**src/rtl/assert_sched_pkg.sv**
```systemverilog
// Shared types for the assert_sched error-report scheduler: FSM state encoding
// and the channel-index width helper.
package assert_sched_pkg;

    typedef enum logic [1:0] {
        ST_IDLE   = 2'd0,
        ST_SETTLE = 2'd1,
        ST_RUN    = 2'd2,
        ST_HALT   = 2'd3
    } sched_state_t;

    // Index width for an n-entry channel set, never narrower than one bit.
    function automatic int idx_w(input int n);
        return (n > 1) ? $clog2(n) : 1;
    endfunction

endpackage

```
**src/rtl/assert_rr_arb.sv**
```systemverilog
// N-way round-robin arbiter: picks the first requesting channel after the
// last granted index, wrapping at N. Purely combinational.
module assert_rr_arb
    import assert_sched_pkg::*;
#(
    parameter int N  = 4,
    parameter int IW = idx_w(N)
) (
    input  logic [N-1:0]  req,
    input  logic [IW-1:0] last,
    input  logic          en,
    output logic          gnt_valid,
    output logic [IW-1:0] gnt_idx
);

    int pos;

    // Scan from the farthest offset down so the nearest request wins.
    always_comb begin
        gnt_valid = 1'b0;
        gnt_idx   = '0;
        pos       = 0;
        for (int off = N; off >= 1; off--) begin
            pos = (int'(last) + off) % N;
            if (en && req[pos[IW-1:0]]) begin
                gnt_valid = 1'b1;
                gnt_idx   = pos[IW-1:0];
            end
        end
    end

endmodule

```
**src/rtl/assert_sched.sv**
```systemverilog
// Shares one error-report channel among N test/pattern comparators with sticky
// flags, round-robin draining, error counting and a halt limit.
// Optional per-channel mismatch timestamps: ASSERT_SCHED_TIMESTAMP_EN.
module assert_sched
    import assert_sched_pkg::*;
#(
    parameter int N      = 4,
    parameter int CNT_W  = 8,
    parameter int TS_W   = 16,
    parameter int SETTLE = 2
) (
    input  logic                 clk,
    input  logic                 rst,
    input  logic                 start,
    input  logic                 stop,
    input  logic [CNT_W-1:0]     max_err,
    input  logic [N-1:0]         chk_en,
    input  logic [N-1:0]         test,
    input  logic [N-1:0]         pat,
    output logic                 rpt_valid,
    input  logic                 rpt_ready,
    output logic [$clog2(N)-1:0] rpt_chan,
    output logic [TS_W-1:0]      rpt_time,
    output logic [CNT_W-1:0]     err_cnt,
    output logic                 busy,
    output logic                 halted,
    output logic                 overrun
);

    localparam int IW    = idx_w(N);
    localparam int SUM_W = CNT_W + 5;
    localparam logic [7:0] SETTLE_LD = (SETTLE > 0) ? 8'(SETTLE - 1) : 8'd0;

    sched_state_t     state_q, state_d;
    logic [7:0]       settle_cnt_q, settle_cnt_d;
    logic [N-1:0]     pend_q, pend_d, mis, clr;
    logic             overrun_q, overrun_d;
    logic [CNT_W-1:0] err_cnt_q, err_cnt_d;
    logic [SUM_W-1:0] err_sum;
    logic [IW-1:0]    last_q, last_d, gnt_idx;
    logic             rpt_valid_q, rpt_valid_d;
    logic [IW-1:0]    rpt_chan_q, rpt_chan_d;
    logic             gnt_valid, sample, arb_en;

    // start/stop cycles neither sample nor grant, so a cleared flag never leaks out.
    assign sample = (state_q == ST_RUN) && !start && !stop;
    assign mis    = sample ? (chk_en & (test ^ pat)) : '0;
    assign arb_en = (!rpt_valid_q || rpt_ready) && !start && !stop;
    assign clr    = gnt_valid ? ({{(N-1){1'b0}}, 1'b1} << gnt_idx) : '0;

    assert_rr_arb #(.N(N), .IW(IW)) u_arb (
        .req       (pend_q),
        .last      (last_q),
        .en        (arb_en),
        .gnt_valid (gnt_valid),
        .gnt_idx   (gnt_idx)
    );

    always_ff @(posedge clk) begin
        if (rst) begin
            state_q      <= ST_IDLE;
            settle_cnt_q <= '0;
            pend_q       <= '0;
            overrun_q    <= 1'b0;
            err_cnt_q    <= '0;
            last_q       <= IW'(N - 1);
            rpt_valid_q  <= 1'b0;
            rpt_chan_q   <= '0;
        end else begin
            state_q      <= state_d;
            settle_cnt_q <= settle_cnt_d;
            pend_q       <= pend_d;
            overrun_q    <= overrun_d;
            err_cnt_q    <= err_cnt_d;
            last_q       <= last_d;
            rpt_valid_q  <= rpt_valid_d;
            rpt_chan_q   <= rpt_chan_d;
        end
    end

    always_comb begin
        state_d      = state_q;
        settle_cnt_d = settle_cnt_q;
        if (start) begin
            state_d      = (SETTLE == 0) ? ST_RUN : ST_SETTLE;
            settle_cnt_d = SETTLE_LD;
        end else if (stop) begin
            state_d = ST_IDLE;
        end else begin
            case (state_q)
                ST_SETTLE: begin
                    if (settle_cnt_q == 8'd0) state_d = ST_RUN;
                    else                      settle_cnt_d = settle_cnt_q - 8'd1;
                end
                ST_RUN: begin
                    if ((max_err != '0) && (err_cnt_d >= max_err)) state_d = ST_HALT;
                end
                default: ;
            endcase
        end
    end

    always_comb begin
        err_sum = SUM_W'(err_cnt_q);
        for (int i = 0; i < N; i++) err_sum = err_sum + SUM_W'(mis[i]);
    end

    // A new mismatch on the channel being granted re-arms it without overrun.
    always_comb begin
        err_cnt_d = err_cnt_q;
        overrun_d = overrun_q;
        if (start) begin
            err_cnt_d = '0;
            overrun_d = 1'b0;
        end else begin
            err_cnt_d = (err_sum > SUM_W'({CNT_W{1'b1}})) ? '1 : err_sum[CNT_W-1:0];
            if (|(mis & pend_q & ~clr)) overrun_d = 1'b1;
        end
        pend_d = (start || stop) ? '0 : ((pend_q & ~clr) | mis);
    end

    always_comb begin
        rpt_valid_d = rpt_valid_q;
        rpt_chan_d  = rpt_chan_q;
        last_d      = last_q;
        if (gnt_valid) begin
            rpt_valid_d = 1'b1;
            rpt_chan_d  = gnt_idx;
            last_d      = gnt_idx;
        end else if (rpt_valid_q && rpt_ready) begin
            rpt_valid_d = 1'b0;
        end
    end

    always_comb begin
        busy      = (state_q == ST_SETTLE) || (state_q == ST_RUN);
        halted    = (state_q == ST_HALT);
        rpt_valid = rpt_valid_q;
        rpt_chan  = rpt_chan_q;
        err_cnt   = err_cnt_q;
        overrun   = overrun_q;
    end

`ifdef ASSERT_SCHED_TIMESTAMP_EN
    logic [TS_W-1:0] ts_q, ts_d, rpt_time_q, rpt_time_d;
    logic [TS_W-1:0] ts_ch_q [N];
    logic [TS_W-1:0] ts_ch_d [N];
    logic [N-1:0]    cap;

    // Capture only when the flag is not still pending after this cycle's grant.
    assign cap        = mis & ~(pend_q & ~clr);
    assign ts_d       = start ? '0 : ts_q + 1'b1;
    assign rpt_time_d = gnt_valid ? ts_ch_q[gnt_idx] : rpt_time_q;
    assign rpt_time   = rpt_time_q;

    always_ff @(posedge clk) begin
        if (rst) begin
            ts_q       <= '0;
            rpt_time_q <= '0;
        end else begin
            ts_q       <= ts_d;
            rpt_time_q <= rpt_time_d;
        end
    end

    for (genvar gi = 0; gi < N; gi++) begin : g_ts
        assign ts_ch_d[gi] = cap[gi] ? ts_q : ts_ch_q[gi];
        always_ff @(posedge clk) begin
            if (rst) ts_ch_q[gi] <= '0;
            else     ts_ch_q[gi] <= ts_ch_d[gi];
        end
    end
`else
    assign rpt_time = '0;
`endif

endmodule

```
**config.mk**
```make
export PLATFORM = sky130hd
export DESIGN_NAME = assert_sched
export DESIGN_NICKNAME = d
export VERILOG_FILES = /design/src/rtl/assert_sched_pkg.sv /design/src/rtl/assert_rr_arb.sv /design/src/rtl/assert_sched.sv
export SDC_FILE = /design/constraint.sdc
export NUM_CORES = 1
export LEC_CHECK = 0
export BUFFER_PORTS_ARGS = -buffer_cell sky130_fd_sc_hd__buf_2
export CAP_MARGIN = 10
export CORE_ASPECT_RATIO = 1.2
export CORE_MARGIN = 4
export CORE_UTILIZATION = 52
export CTS_CLUSTER_SIZE = 28
export DETAILED_ROUTE_END_ITERATION = 16
export HOLD_SLACK_MARGIN = 0.15
export PLACE_DENSITY = 0.88
export SKIP_LAST_GASP = 1
export SLEW_MARGIN = 20
export SYNTH_ARGS = -nofsm -noshare
export SYNTH_HDL_FRONTEND = slang
export SYNTH_HIERARCHICAL = 1
export SYNTH_SLANG_ARGS = --single-unit
```
**constraint.sdc**
```tcl
create_clock -name clk -period 4.9 [get_ports clk]
set_clock_uncertainty 0.1 [all_clocks]
set_input_delay 0 -clock clk [delete_from_list [all_inputs] [get_ports clk]]
set_output_delay 0 -clock clk [all_outputs]
set_load 0.03 [all_outputs]
```
# ---- After elaboration in Yosys (flattened, before gate mapping)
# Cells that the tools add are included.
dict set report op_classes {
  addsub 9
  n_lt_le_gt_ge 6
  eq_ne 9
  shift 1
  n_mux 31
  bitwise_logic 9
  reduce_logical 30
}
# cell n
set op_table {}
lappend op_table {{4-bit bitwise AND} 4}
lappend op_table {{1-bit two-way mux} 16}
lappend op_table {{8-bit two-way mux} 2}
lappend op_table {{11-bit by 1-bit adder with 12-bit output} 1}
lappend op_table {{12-bit by 8-bit > comparator with 1-bit output (second input constant)} 1}
lappend op_table {{2-bit by 3-bit < comparator with 1-bit output (second input constant)} 4}
lappend op_table {{2-bit two-way mux} 6}
lappend op_table {{3-bit AND reduction} 4}
lappend op_table {{10-bit by 1-bit adder with 11-bit output} 1}
lappend op_table {{9-bit by 1-bit adder with 10-bit output} 1}
lappend op_table {{1-bit logical AND} 10}
lappend op_table {{8-bit by 1-bit adder with 9-bit output} 1}
lappend op_table {{1-bit binary-select mux with 2-bit select} 4}
lappend op_table {{8-bit greater-or-equal comparator} 1}
lappend op_table {{8-bit zero test} 1}
lappend op_table {{4-bit two-way mux} 2}
lappend op_table {{8-bit nonzero test} 1}
lappend op_table {{8-bit by 1-bit subtractor with 8-bit output (second input constant)} 1}
lappend op_table {{2-bit inequality test (second input constant)} 3}
lappend op_table {{2-bit nonzero test} 3}
lappend op_table {{2-bit by 1-bit adder with 2-bit output (second input constant)} 2}
lappend op_table {{2-bit adder (second input constant)} 2}
lappend op_table {{2-bit == test (second input constant)} 2}
lappend op_table {{4-bit by 3-bit inequality test with 1-bit output (second input constant)} 1}
lappend op_table {{15 further kinds} 21}
dict set report word_totals {
  regBits 28
  in_bits 25
  out_inout_bits 30
  word_cells 105
}

# ---- Logic depth before layout (Yosys ltp)
dict set report logic_depth {
  depth_word 17
  ltp_mapped 17
  ltp_nobuf 17
}

# ---- Hierarchy
# Netlist, hierarchy kept.
# mod instances cells_each area_each_um2 seq_area_each_um2
set by_module_without_submodules {}
lappend by_module_without_submodules {assert_sched 1 216 1765.4 560.5}
lappend by_module_without_submodules {assert_rr_arb 1 18 133.9 0.0}

# ---- Worst setup path after synthesis
# Ideal clock, no wire load.
dict set report synth_timing {
  path_kind {flip-flop to flip-flop}
  startpoint {register state_q[0]}
  endpoint {register state_q[0]}
  setup_ns 0.096
  t_arrival_ns 3.808
  t_required_ns 4.704
  slack_ns 0.896
  stages_incl_launch_ff 17
  n_path_buf 0
  synth_period_minus_slack_ns 4.004
  cell_sequence {dfxtp_1 > inv_1 > ha_1 > nor3b_1 > nand3_1 > fa_1 > fa_1 > inv_1 > fa_1 > nand3_1 > a21o_1 > ha_1 > nand2b_1 > a2111oi_0 > a2111oi_0 > nor3_1 > o41ai_2}
}
dict set report synth_via {
  elab_chain_cells 15
  elab_cells_between_ends 21
  cone_classes {add/sub (4); order compare (2); eq/ne (4); mux (6); reduce/logical (5)}
}
# item line
set synth_rtl {}
lappend synth_rtl {{start: declaration} assert_sched.sv:34} ;# sched_state_t state_q, state_d;
lappend synth_rtl {{start signal: assignment} assert_sched.sv:70} ;# state_q <= state_d;
lappend synth_rtl {{2-bit == test} {assert_sched.sv:46, assert_sched.sv:90}}
lappend synth_rtl {{1-bit logical AND (2 in a row)} assert_sched.sv:46} ;# assign sample = (state_q == ST_RUN) && !start && !stop;
lappend synth_rtl {{4-bit two-way mux} assert_sched.sv:47} ;# assign mis = sample ? (chk_en & (test ^ pat)) : '0;
lappend synth_rtl {{8-bit by 1-bit adder with 9-bit output} assert_sched.sv:105} ;# for (int i = 0; i < N; i++) err_sum = err_sum + SUM_W'(mis[i]);
lappend synth_rtl {{9-bit by 1-bit adder with 10-bit output} assert_sched.sv:105}
lappend synth_rtl {{10-bit by 1-bit adder with 11-bit output} assert_sched.sv:105}
lappend synth_rtl {{11-bit by 1-bit adder with 12-bit output} assert_sched.sv:105}
lappend synth_rtl {{12-bit by 8-bit > comparator with 1-bit output} assert_sched.sv:116} ;# err_cnt_d = (err_sum > SUM_W'({CNT_W{1'b1}})) ? '1 : err_sum[CNT_W-1:0];
lappend synth_rtl {{8-bit two-way mux} assert_sched.sv:116}
lappend synth_rtl {{8-bit two-way mux} assert_sched.sv:112} ;# if (start) begin
lappend synth_rtl {{8-bit greater-or-equal comparator} assert_sched.sv:96} ;# if ((max_err != '0) && (err_cnt_d >= max_err)) state_d = ST_HALT;
lappend synth_rtl {{1-bit logical AND} assert_sched.sv:96}
lappend synth_rtl {{4-bit by 3-bit inequality test with 1-bit output (no line)} n/a}
lappend synth_rtl {{3-bit AND reduction (no line)} n/a}
# Parallel ways exist; a longest one is shown, timed or not.
# A chain may end at the register's enable or synchronous reset.

# ---- Final worst setup path
# Ends and elaborated chain as after synthesis.

==> metrics.log <==
INFO  metric seq_power_share = 52.5%
INFO  metric synth-simple-area-share = 19.7%
INFO  metric criticalPathCategory = reg -> reg
INFO  metric final_antenna_net_count = 0
INFO  metric largest_family_of_logic_cells_by_synthesized_area = simple AND/OR/NAND/NOR gates
INFO  metric antenna-diode-count = 0
INFO  metric synth_sequential_area_ratio = 29.5%
INFO  metric drt_wl_total = 4230 µm
INFO  metric cp_common_cell = sky130_fd_sc_hd__fa_1
INFO  metric critical_path.max_fanout = 6
INFO  metric route.vias.total = 1785
INFO  metric hpwl = 3300 µm
INFO  metric cts_num_sinks = 28
INFO  metric ys.flop_type = sky130_fd_sc_hd__dfxtp_1
INFO  metric grt_pass1_vias = 1700
INFO  metric setup.worst_path.end_class = register
INFO  metric holdPathEnd = err_cnt[0]
INFO  metric cp_slowest_cell = sky130_fd_sc_hd__a2111oi_1
INFO  metric detailedPlace.worstSlack = 0.311 ns
INFO  metric timing.critical_path.slowest_cell_delay = around 0.58 ns
INFO  metric fraction_of_final_layout_cells_with_drive_strength_greater_than_1 = 17.6%
INFO  metric synth-seq-cells = 28
INFO  metric vdd.ir_drop.worst = approximately 0.12 mV
INFO  metric end_of_the_worst_register_to_register_path = state_q[0]
INFO  metric worst_pin_slew = just over 0.6 ns
INFO  metric maximum_number_of_pins_on_one_net_before_global_route_repair = 16
INFO  metric synth-adder-area-share = 12.4%
INFO  metric post_synth_design_cell_area = 1900 µm²
INFO  metric synth_enable_flop_cells = 0
INFO  metric rr_worst_depth = 16
INFO  metric cts-buffers-inserted = 3
INFO  metric timing.critical_path.from_type = register
INFO  metric placement_rows = 23
INFO  metric setup-violations-final = 0
INFO  metric avgRoutedWirePerCell = 13.2 µm
INFO  metric drt_drc_violations_left = 0
INFO  metric cts.htree.levels = 1
INFO  metric combinationalPowerShare = 15.7%
INFO  metric met2_length = 2230 µm
INFO  metric final_core_util = 65.5%
INFO  metric met3_wirelength = 166 µm
INFO  metric die_area = approximately 4700 µm²
INFO  metric port_buffers = 38
INFO  metric synth_compound_gate_area_share = about 16%
INFO  metric maxSlewViolCount = 0
INFO  metric switching_power = 0.000115 W
INFO  metric synth.largest_area_cell = sky130_fd_sc_hd__dfxtp_1
INFO  metric place.gp.congestion = around 0.86
INFO  metric placedInstanceArea = a little over 2000 µm²
INFO  metric cell_internal_pwr = 0.000326 W
INFO  metric grt_usage = 18.5%
INFO  metric reg_clk_slew_reported_paths = 0.09 ns
INFO  metric worst_hold_startpoint = test[1]
INFO  metric antenna_found_initial = 0
INFO  metric highest_clock_rate = 219 MHz
INFO  metric maxUsedRoutingLayer = met4
INFO  metric yosys-top-cells-area = sky130_fd_sc_hd__dfxtp_1, sky130_fd_sc_hd__ha_1, sky130_fd_sc_hd__nor2_1
INFO  metric design.final.nets = between 300 and 400
INFO  metric status = completed
INFO  metric global_route.overflow_total = 0
INFO  metric critical_path_required = between 4 and 5 ns
INFO  metric report.final.hold_viol_count = 0
INFO  metric m1WireLength = 1770 µm
INFO  metric timing.final.ws_setup = 0.337 ns
INFO  metric cap_viol_max_count = 0
INFO  metric floorplan.initialDensity = 55.5%
INFO  metric finish.instance_area = 2240 µm²
INFO  metric switching_share = a little over a quarter
INFO  metric holdCritPathClass = in -> reg
INFO  metric worst_slew_margin_rel = between 50% and 60%
INFO  metric avgViaCountPerCell = 5.56
INFO  metric postSynth.asyncResetShare = 0%
INFO  metric initialDrtViolationCount = ~120
INFO  metric hold_depth = 5
INFO  metric wire_length_of_the_first_global_routing_pass = 7150 µm
INFO  metric final.period_utilization = 93.1%
INFO  metric powerDensity = 197 nW/µm²
INFO  metric critical_path.reg2reg.startpoint = state_q[0]
INFO  metric data_arrival_critical_path = ~4.6 ns
INFO  metric fp.coreArea = 3420 µm²
INFO  metric fill_cells = roughly 300
INFO  metric synth_cells = 234
INFO  metric boundaryPins = 55
INFO  metric r2r_slack = 0.34 ns
INFO  metric cell_by_cell_trace_of_the_critical_path = inv_1 -> ha_1 -> nor3b_1 -> nand3_1 -> fa_1 -> fa_1 -> inv_1 -> fa_1 -> nand3_1 -> a21o_1 -> ha_1 -> nand2b_1 -> a2111oi_0 -> a2111oi_1 -> nor3_1 -> o41ai_2
INFO  metric clock_power_share = 31.7%
INFO  metric time_the_final_worst_path_needs_with_i_o_delays_and_setup = 4.56 ns
INFO  metric clkLatencyLatePin = about 0.27 ns
INFO  metric drt_pre_antenna_iters = 5
INFO  metric rsz0062_at_grt = no
INFO  metric die_width = about 63 µm
INFO  metric yosys.cell_types.count = 40
INFO  metric post-synth-top-area-fraction = 29.5%
INFO  metric yosysWarningCount = 6
INFO  metric cts_max_path_bufs = 2
INFO  metric path_delay_family = adder cells
INFO  metric areaGrowthSynthToFinish = 18.1%
INFO  metric chipHeight = 74.2 µm
INFO  metric fin_tns_setup = 0 ns
INFO  metric power_leakage = 1.00 nW
INFO  metric synth_area_per_cell = 8.12 µm²
INFO  metric worstPathBufferInverterCount = 2
INFO  metric cts_post_setup_buffers_inserted = 0
INFO  metric yosys-mux-area-fraction = 3.29%
INFO  metric cts_tree = done
INFO  metric clock_tree.root_cell = sky130_fd_sc_hd__clkbuf_8
INFO  metric synthXorXnorAreaFrac = approximately 6.9%
INFO  metric placed_cells_incl_taps = ~300
INFO  metric finalNonFillerCells = 321
-- kinds of logic after synthesis --
family / after synthesis
AO/OA/AOI/OAI: 47
XOR/XNOR: 15
adder cells (fa/ha/maj): 17
buffers and inverters: 43
flip-flops: 28
multiplexers: 5
other: 1
AND/OR/NAND/NOR: 78
-- Yosys cell counts, types with 3 or more instances --
cell	instances
sky130_fd_sc_hd__o21ai_0	10
sky130_fd_sc_hd__xnor2_1	4
sky130_fd_sc_hd__nor3_1	4
sky130_fd_sc_hd__clkbuf_1	4
sky130_fd_sc_hd__fa_1	3
sky130_fd_sc_hd__a21oi_1	17
sky130_fd_sc_hd__nand2_1	11
sky130_fd_sc_hd__ha_1	14
sky130_fd_sc_hd__nand2b_1	3
sky130_fd_sc_hd__nor2_1	34
sky130_fd_sc_hd__nand4_1	4
sky130_fd_sc_hd__inv_1	23
sky130_fd_sc_hd__nand3_1	12
sky130_fd_sc_hd__and3_1	3
sky130_fd_sc_hd__mux2i_1	4
sky130_fd_sc_hd__buf_4	16
sky130_fd_sc_hd__dfxtp_1	28
sky130_fd_sc_hd__xor2_1	11
sky130_fd_sc_hd__o22ai_1	3
-- registers in the layout (all words and copies together), names as in the netlist --
name,count
pend_q,4
rpt_chan,2
last_q,2
rpt_valid,1
err_cnt,8
overrun,1
settle_cnt_q,8
state_q,2
-- cells in the final DEF (no fill, tap or decap), types with 2 or more instances in the layout --
cell type                       netlist  layout
sky130_fd_sc_hd__mux2i_1              4       4
sky130_fd_sc_hd__nand2b_1             3       3
sky130_fd_sc_hd__inv_1               23      23
sky130_fd_sc_hd__and3_1               3       3
sky130_fd_sc_hd__nor2_1              34      34
sky130_fd_sc_hd__a21oi_1             17      17
sky130_fd_sc_hd__clkbuf_8             0       4
sky130_fd_sc_hd__nand4_1              4       4
sky130_fd_sc_hd__dlygate4sd3_1        0      13
sky130_fd_sc_hd__nand2_1             11      11
sky130_fd_sc_hd__o21ai_0             10      10
sky130_fd_sc_hd__buf_2                0      38
sky130_fd_sc_hd__nand3_1             12      12
sky130_fd_sc_hd__xnor2_1              4       4
sky130_fd_sc_hd__o22ai_1              3       3
sky130_fd_sc_hd__fa_1                 3       3
sky130_fd_sc_hd__o31ai_1              2       2
sky130_fd_sc_hd__xor2_1              11      11
sky130_fd_sc_hd__dfxtp_1             28      28
sky130_fd_sc_hd__nor2b_1              2       2
sky130_fd_sc_hd__or4_1                2       2
sky130_fd_sc_hd__nor3_1               4       4
sky130_fd_sc_hd__a211oi_1             2       2
sky130_fd_sc_hd__conb_1               1      16
sky130_fd_sc_hd__ha_1                14      14
-- cell type report --
class                   instances  area, µm²  area share [%]
flip-flops and latches         28        561            25.0
repair buffers                 51        320            14.3
clock buffers                   4       55.1            2.45
well taps                      37       46.3            2.06
inverters                      23       86.3            3.85
multi-input cells             178       1170            52.4
-- through the flow --
stage,hold slack (ns),total power [W]
CTS,0.245,0.000443
floorplan,-0.0207,0.000292
finish,0.234,0.000441
detailed placement,0.212,0.000300
global placement,0.202,0.000299
global route,0.288,0.000461
-- timing repair --
item                                   in CTS  in global routing
resized for setup                           0                  1
hold buffers                               13                  0
setup endpoints to repair                   0                  2
endpoints found under the hold margin      15                  0
-- power by group through the flow --
stage	Sequential [W]	Combinational (W)	Clock, W
global route	0.000232	0.0000758	0.000153
finish	0.000232	0.0000693	0.000140
global placement	0.000237	0.0000623	0
CTS	0.000232	0.0000684	0.000143
floorplan	0.000237	0.0000550	0
detailed placement	0.000237	0.0000632	0
-- worst reg2reg max path, cell delays in order (launching register included) --
cell	delay, ns
sky130_fd_sc_hd__dfxtp_1	0.37
sky130_fd_sc_hd__inv_1	0.07
sky130_fd_sc_hd__ha_1	0.20
sky130_fd_sc_hd__nor3b_1	0.39
sky130_fd_sc_hd__nand3_1	0.22
sky130_fd_sc_hd__fa_1	0.50
sky130_fd_sc_hd__fa_1	0.45
sky130_fd_sc_hd__inv_1	0.08
sky130_fd_sc_hd__fa_1	0.28
sky130_fd_sc_hd__nand3_1	0.23
sky130_fd_sc_hd__a21o_1	0.24
sky130_fd_sc_hd__ha_1	0.26
sky130_fd_sc_hd__nand2b_1	0.09
sky130_fd_sc_hd__a2111oi_0	0.08
sky130_fd_sc_hd__a2111oi_1	0.58
sky130_fd_sc_hd__nor3_1	0.11
sky130_fd_sc_hd__o41ai_2	0.21
-- routing by layer --
layer  vias to the layer above  GRT usage [%]
met5                         -              0
met1                       855           21.6
met3                         8           2.57
met2                        49           35.3
met4                         0           6.00
li1                        873              -
-- worst max-delay path by stage --
stage                    start          to  slack, ns  depth (start not counted)
finish              state_q[0]  state_q[0]       0.34                         16
global route        state_q[0]  state_q[0]       0.01                         16
CTS                 state_q[0]  state_q[0]       0.27                         16
detailed placement  state_q[0]  state_q[0]       0.31                         16
global placement    state_q[0]  state_q[0]       0.56                         16
floorplan           state_q[0]  state_q[0]       0.90                         16
(Power assumes the default switching activity.)
